`config.mk`:
```
export PLATFORM = sky130hd
export DESIGN_NAME = ff_excitation_driver
export DESIGN_NICKNAME = d
export VERILOG_FILES = /design/src/rtl/ff_excitation_driver.sv
export SDC_FILE = /design/constraint.sdc
export NUM_CORES = 1
export LEC_CHECK = 0
export CAP_MARGIN = 20
export CORE_AREA = 4 4 74 76
export CTS_CLUSTER_DIAMETER = 80
export DETAILED_ROUTE_END_ITERATION = 7
export DIE_AREA = 0 0 78 80
export GPL_ROUTABILITY_DRIVEN = 0
export PLACE_DENSITY = 0.62
export SLEW_MARGIN = 10
export SYNTH_ARGS = -nofsm -noshare
export SYNTH_HDL_FRONTEND = slang
export SYNTH_SLANG_ARGS = --single-unit
```
`constraint.sdc`:
```
create_clock -name clk -period 2.3 [get_ports clk]
set_input_delay 0.46 -clock clk [delete_from_list [all_inputs] [get_ports clk]]
set_output_delay 0.46 -clock clk [all_outputs]
set_load 0.01 [all_outputs]
```
`src/rtl/ff_excitation_driver.sv`:
```
// Flip-flop excitation driver: turns target q bits into SR/JK/D/T inputs,
// ticks the downstream flop, and checks its read-back q.
module ff_excitation_driver #(
  parameter int DIV_W = 23,
  parameter int CNT_W = 8
) (
  input  logic             clk,
  input  logic             rst,
  input  logic [1:0]       ff_type,
  input  logic             req_valid,
  input  logic             req_bit,
  output logic             req_ready,
  output logic [1:0]       exc,
  output logic             exc_valid,
  output logic             tick,
  input  logic             ff_q,
  output logic             mismatch,
  output logic [CNT_W-1:0] err_cnt,
  output logic             busy
);

  typedef enum logic [1:0] {
    IDLE,
    DRIVE,
    CHECK
  } state_t;

  state_t           r_state;
  state_t           w_next;
  logic [DIV_W-1:0] r_div;
  logic             r_tick;
  logic [1:0]       r_type;
  logic             r_tgt;
  logic             r_cur;
  logic [1:0]       r_exc;
  logic             r_exc_valid;
  logic [CNT_W-1:0] r_err;

  logic             w_accept;
  logic             w_mis;
  logic [1:0]       w_type;
  logic             w_tgt;
  logic [1:0]       w_exc;

  always_ff @(posedge clk) begin
    if (rst) begin
      r_div  <= '0;
      r_tick <= 1'b0;
    end else begin
      r_div  <= r_div + DIV_W'(1);
      r_tick <= &r_div;
    end
  end

  assign req_ready = (r_state == IDLE) && !rst;
  assign w_accept  = req_valid && req_ready;
  assign w_mis     = (r_state == CHECK) && (ff_q != r_tgt);

  // Live inputs while idle, latched copies once a request is in flight
  assign w_type = (r_state == IDLE) ? ff_type : r_type;
  assign w_tgt  = (r_state == IDLE) ? req_bit : r_tgt;

  always_comb begin
    w_exc = 2'b00;
    unique case (w_type)
      2'b00,
      2'b01: w_exc = {~r_cur & w_tgt, r_cur & ~w_tgt};
      2'b10: w_exc = {w_tgt, 1'b0};
      2'b11: w_exc = {r_cur ^ w_tgt, 1'b0};
    endcase
  end

  always_ff @(posedge clk) begin
    if (rst) r_state <= IDLE;
    else     r_state <= w_next;
  end

  always_comb begin
    w_next = r_state;
    unique case (r_state)
      IDLE:    if (w_accept) w_next = DRIVE;
      DRIVE:   if (r_tick) w_next = CHECK;
      CHECK:   w_next = IDLE;
      default: w_next = IDLE;
    endcase
  end

  always_ff @(posedge clk) begin
    if (rst) begin
      r_type      <= 2'b00;
      r_tgt       <= 1'b0;
      r_cur       <= 1'b0;
      r_exc       <= 2'b00;
      r_exc_valid <= 1'b0;
      r_err       <= '0;
    end else begin
      if (w_accept) begin
        r_type      <= ff_type;
        r_tgt       <= req_bit;
        r_exc       <= w_exc;
        r_exc_valid <= 1'b1;
      end else if (r_state == DRIVE) begin
        r_exc <= w_exc;
      end
      if (r_state == CHECK) begin
        r_cur       <= ff_q;
        r_exc_valid <= 1'b0;
        if (w_mis && !(&r_err)) r_err <= r_err + CNT_W'(1);
      end
    end
  end

  assign exc       = r_exc;
  assign exc_valid = r_exc_valid;
  assign tick      = r_tick;
  assign mismatch  = w_mis;
  assign err_cnt   = r_err;
  assign busy      = (r_state != IDLE);

endmodule

```
==> Implementation_results.wiki <==
{| class="wikitable"
! Metric !! Value
|-
| Number of buffers inserted by hold repair at cts || 0
|-
| PortBufs || 21
|-
| WS Path Type || reg2out
|-
| Fraction of power consumed by combinational cells || 6.5%
|-
| Flop and latch count out of synthesis || 41
|-
| Type of destination of the critical path || output port
|-
| DR DRC count || 0
|-
| Internal Dissipation || 1120 uW
|-
| Worst reg2reg endpoint || exc[1]
|-
| Worst setup path startpoint || r_state[1]
|-
| R2r worst-path depth || 5
|-
| Per-instance average area after synthesis || 8.79 um^2
|-
| Share of the yosys chip area belonging to registers || 43.2%
|-
| Height of the chip || 80 um
|-
| Most frequent cells after synthesis || 41 x dfxtp_1, 28 x nor2_1, 16 x nand2_1
|-
| Max Fanout on Critical Path || 7
|-
| Nature of the critical path startpoint || register
|-
| Fraction of layout instances using a drive strength above 1 || 10.5%
|-
| Placed inst area || 2230 um^2
|-
| Worst IR drop on VDD || 355 uV
|-
| I/O pins || 22
|-
| Setup repair after global routing missed its margin || no
|-
| Seq pwr share || 51.7%
|-
| Pin count of the biggest net entering global routing || 27
|-
| First-pass detailed-route iteration total || 4
|-
| Reg area || 821 um^2
|-
| First-pass GRT wire length || 6330 um
|-
| Width of the die || 78 um
|-
| Reg-to-reg slack, setup || 0.45 ns
|-
| Most frequently used flop master after synthesis || dfxtp_1
|-
| Antenna violation net count after detailed routing || 0
|-
| Count of yosys warnings during synthesis || 0
|-
| Via count of the routed design || 1570
|-
| DRT Wirelength || 3600 um
|-
| Type of the worst min-delay path || reg2reg
|-
| Count of endpoints failing setup in the final report || 0
|-
| Largest clock skew in the final design || 0.00748 ns
|-
| Clock H-tree levels || 2
|-
| Cell type of the slowest stage on the worst timing path || clkdlybuf4s50_1
|-
| Clock Power Share || 41.8%
|-
| Most common cell in the synthesized netlist || dfxtp_1
|-
| Area of the die || 6240 um^2
|-
| DR iter-0 viols || 45
|-
| Cells after DPL || 307
|-
| Least-Margin Pin Slew || 0.674 ns
|-
| Cell depth of the worst hold path || 2
|-
| Pwr/cell area || 602 nW/um^2
|-
| Achievable clock frequency || 472 MHz
|-
| Net switching component of the power || 293 uW
|-
| Clock transition at the register clock pins on the worst setup and hold paths after CTS || 0.08 ns
|-
| Vias in the first global route || 1409
|-
| Core outline area || 4720 um^2
|-
| Layout Nets || 257
|-
| All-Layer GR Usage || 12.6%
|-
| Filler Cell Count || 460
|-
| Top cells by area, synth || dfxtp_1 43%, nor2_1 5.5%, xnor2_1 4.6%
|-
| Switching power share of the total || 20.7%
|-
| Largest stage delay on the critical path || 0.54 ns
|-
| Synthesized Nets || 226
|-
| Count of distinct cell types in the synthesized netlist || 40
|-
| Yosys top cell by area || dfxtp_1
|-
| Max_cap viols || 0
|-
| Drt via density || 4.98
|-
| Number of endpoints with negative hold slack in the final report || 0
|-
| Number of cell rows || 25
|-
| Minimum hold slack || 0.468 ns
|-
| Leak Pwr || 0.000840 uW
|-
| Diodes inserted || 0
|-
| Antenna violations before repair || 0
|-
| Area grow syn2layout || 23.9%
|-
| Post-DP HPWL || 2620 um
|-
| Tmin final || 2.12 ns
|-
| Most common cell on crit path || nor2_1
|-
| Maximum count of clock buffers along a single path || 2
|-
| Relative slew slack || 54.6%
|-
| Reg-to-reg startpoint || r_state[1]
|-
| Routed wire length per instance || 11.4 um
|-
| Slew Limit Fails || 0
|-
| Number of buffers added by the clock tree synthesis step || 5
|-
| CTS tree || built
|-
| Cells traversed along the worst timing path || nor2_1 > buf_4 > inv_1 > nor2_1 > clkdlybuf4s50_1
|-
| Number of enable-type register cells in the synthesized netlist || 0
|-
| Clock net sink count || 41
|-
| Area of the multi-input gates || 1040 um^2
|-
| Power, Total || 1420 uW
|-
| Share of Yosys cell area claimed by the top area cell type || 43.2%
|-
| Timing endpoint of the critical path || req_ready
|-
| Clk_lat worst skew || 0.29 ns
|-
| Final period util || 92.1%
|-
| Post-route insts no fill || 315
|-
| Critical Path AT || 1.66 ns
|-
| Proportion of synthesized flip-flops having asynchronous set or reset || 0%
|-
| Cell area after technology mapping || 1900 um^2
|-
| Gate count of the mapped netlist || 216
|-
| Grt total ovfl || 0
|-
| Worst path required time || 1.84 ns
|-
| Design area || 2350 um^2
|-
| Final setup TNS || 0 ns
|-
| Root cell of the clock tree || clkbuf_8
|-
| Initial core utilization || 40.2%
|-
| Status || finished clean
|}
==> per-layer routing <==
layer	GRT usage (%)	part of all wire, %	vias up
li1	-	-	831
met1	15.5	50	712
met2	20.3	43	23
met3	4.18	4.8	4
met4	5.24	1.7	0
met5	0	0	-
==> worst min path at each step <==
stage | from | to | slack [ns]
2_1_floorplan | r_div[0] | r_div[0] | 0.43
3_3_place_gp | r_cur | r_cur | 0.45
3_5_place_dp | r_div[0] | r_div[0] | 0.46
4_1_cts | r_cur | r_cur | 0.47
5_1_grt | r_cur | r_cur | 0.50
6_report | r_cur | r_cur | 0.47
==> worst max-delay path, delay by kind of cell, from the launching register on <==
kind / cells / cell delay [ns]
flops: 1 / 0.38
simple gates: 2 / 0.25
buf+inv: 3 / 0.75
==> state kept, by name, indices dropped and copies added, names as in the netlist <==
| register | count |
|---|---|
| tick | 1 |
| r_div | 23 |
| exc | 2 |
| err_cnt | 8 |
| r_tgt | 1 |
| r_type | 2 |
| r_state | 2 |
| r_cur | 1 |
| exc_valid | 1 |
==> what timing repair did <==
item / in CTS / in global routing
hold endpoints to repair: 0 / 0
setup buffers: 0 / 0
setup endpoints to repair: 0 / 1
gates resized for setup: 0 / 1
==> cell type report <==
class | instances | area share [%]
Clock buffer | 7 | 3.67
Clock inverter | 1 | 1.28
Inverter | 6 | 0.957
Multi-Input combinational cell | 164 | 44.1
Sequential cell | 41 | 34.9
Tap cell | 67 | 3.56
Timing Repair Buffer | 29 | 11.6
==> power groups by stage <==
stage | logic, uW | clock network (uW) | registers, uW
floorplan | 51.6 | 0 | 749
global placement | 92.8 | 0 | 749
detailed placement | 92.7 | 0 | 750
CTS | 93.4 | 616 | 733
global route | 104 | 647 | 735
finish | 92.2 | 592 | 732
==> metrics by stage <==
step | worst slack [ns] | util [%]
global placement | 0.0286 | 47.3
CTS | 0.0123 | 49.8
finish | 0.182 | 49.8
floorplan | 0.321 | -
detailed placement | 0.0215 | 47.3
global route | 0.00749 | 49.8
==> placed cells by master, fill, tap and decap left out, types with 2 or more instances in the layout <==
| cell type | n |
|---|---|
| nor2_1 | 28 |
| and3_1 | 3 |
| inv_1 | 6 |
| a21oi_1 | 13 |
| clkdlybuf4s50_1 | 20 |
| mux2_2 | 3 |
| nor3_1 | 13 |
| or3_1 | 3 |
| xnor2_1 | 10 |
| nand4b_1 | 2 |
| nand2_1 | 16 |
| and4_1 | 2 |
| xor2_1 | 4 |
| nand2b_1 | 6 |
| a311oi_1 | 2 |
| nand4_1 | 3 |
| nand3_1 | 12 |
| ha_1 | 3 |
| dfxtp_1 | 41 |
| nor2b_1 | 5 |
| nand4_2 | 2 |
| buf_4 | 8 |
| mux2i_1 | 7 |
| clkbuf_8 | 6 |
| o21ai_0 | 7 |
| nor4_1 | 5 |
==> kinds of logic after synthesis <==
group / after synthesis / share of synthesized area [%]
flops: 41 / 43.2
simple gates: 108 / 30.9
mux: 11 / 6.06
buf+inv: 11 / 2.17
compound gates: 28 / 9.22
fa+ha+maj: 3 / 1.98
xor+xnor: 14 / 6.46
Power figures use the tool's default switching activity.
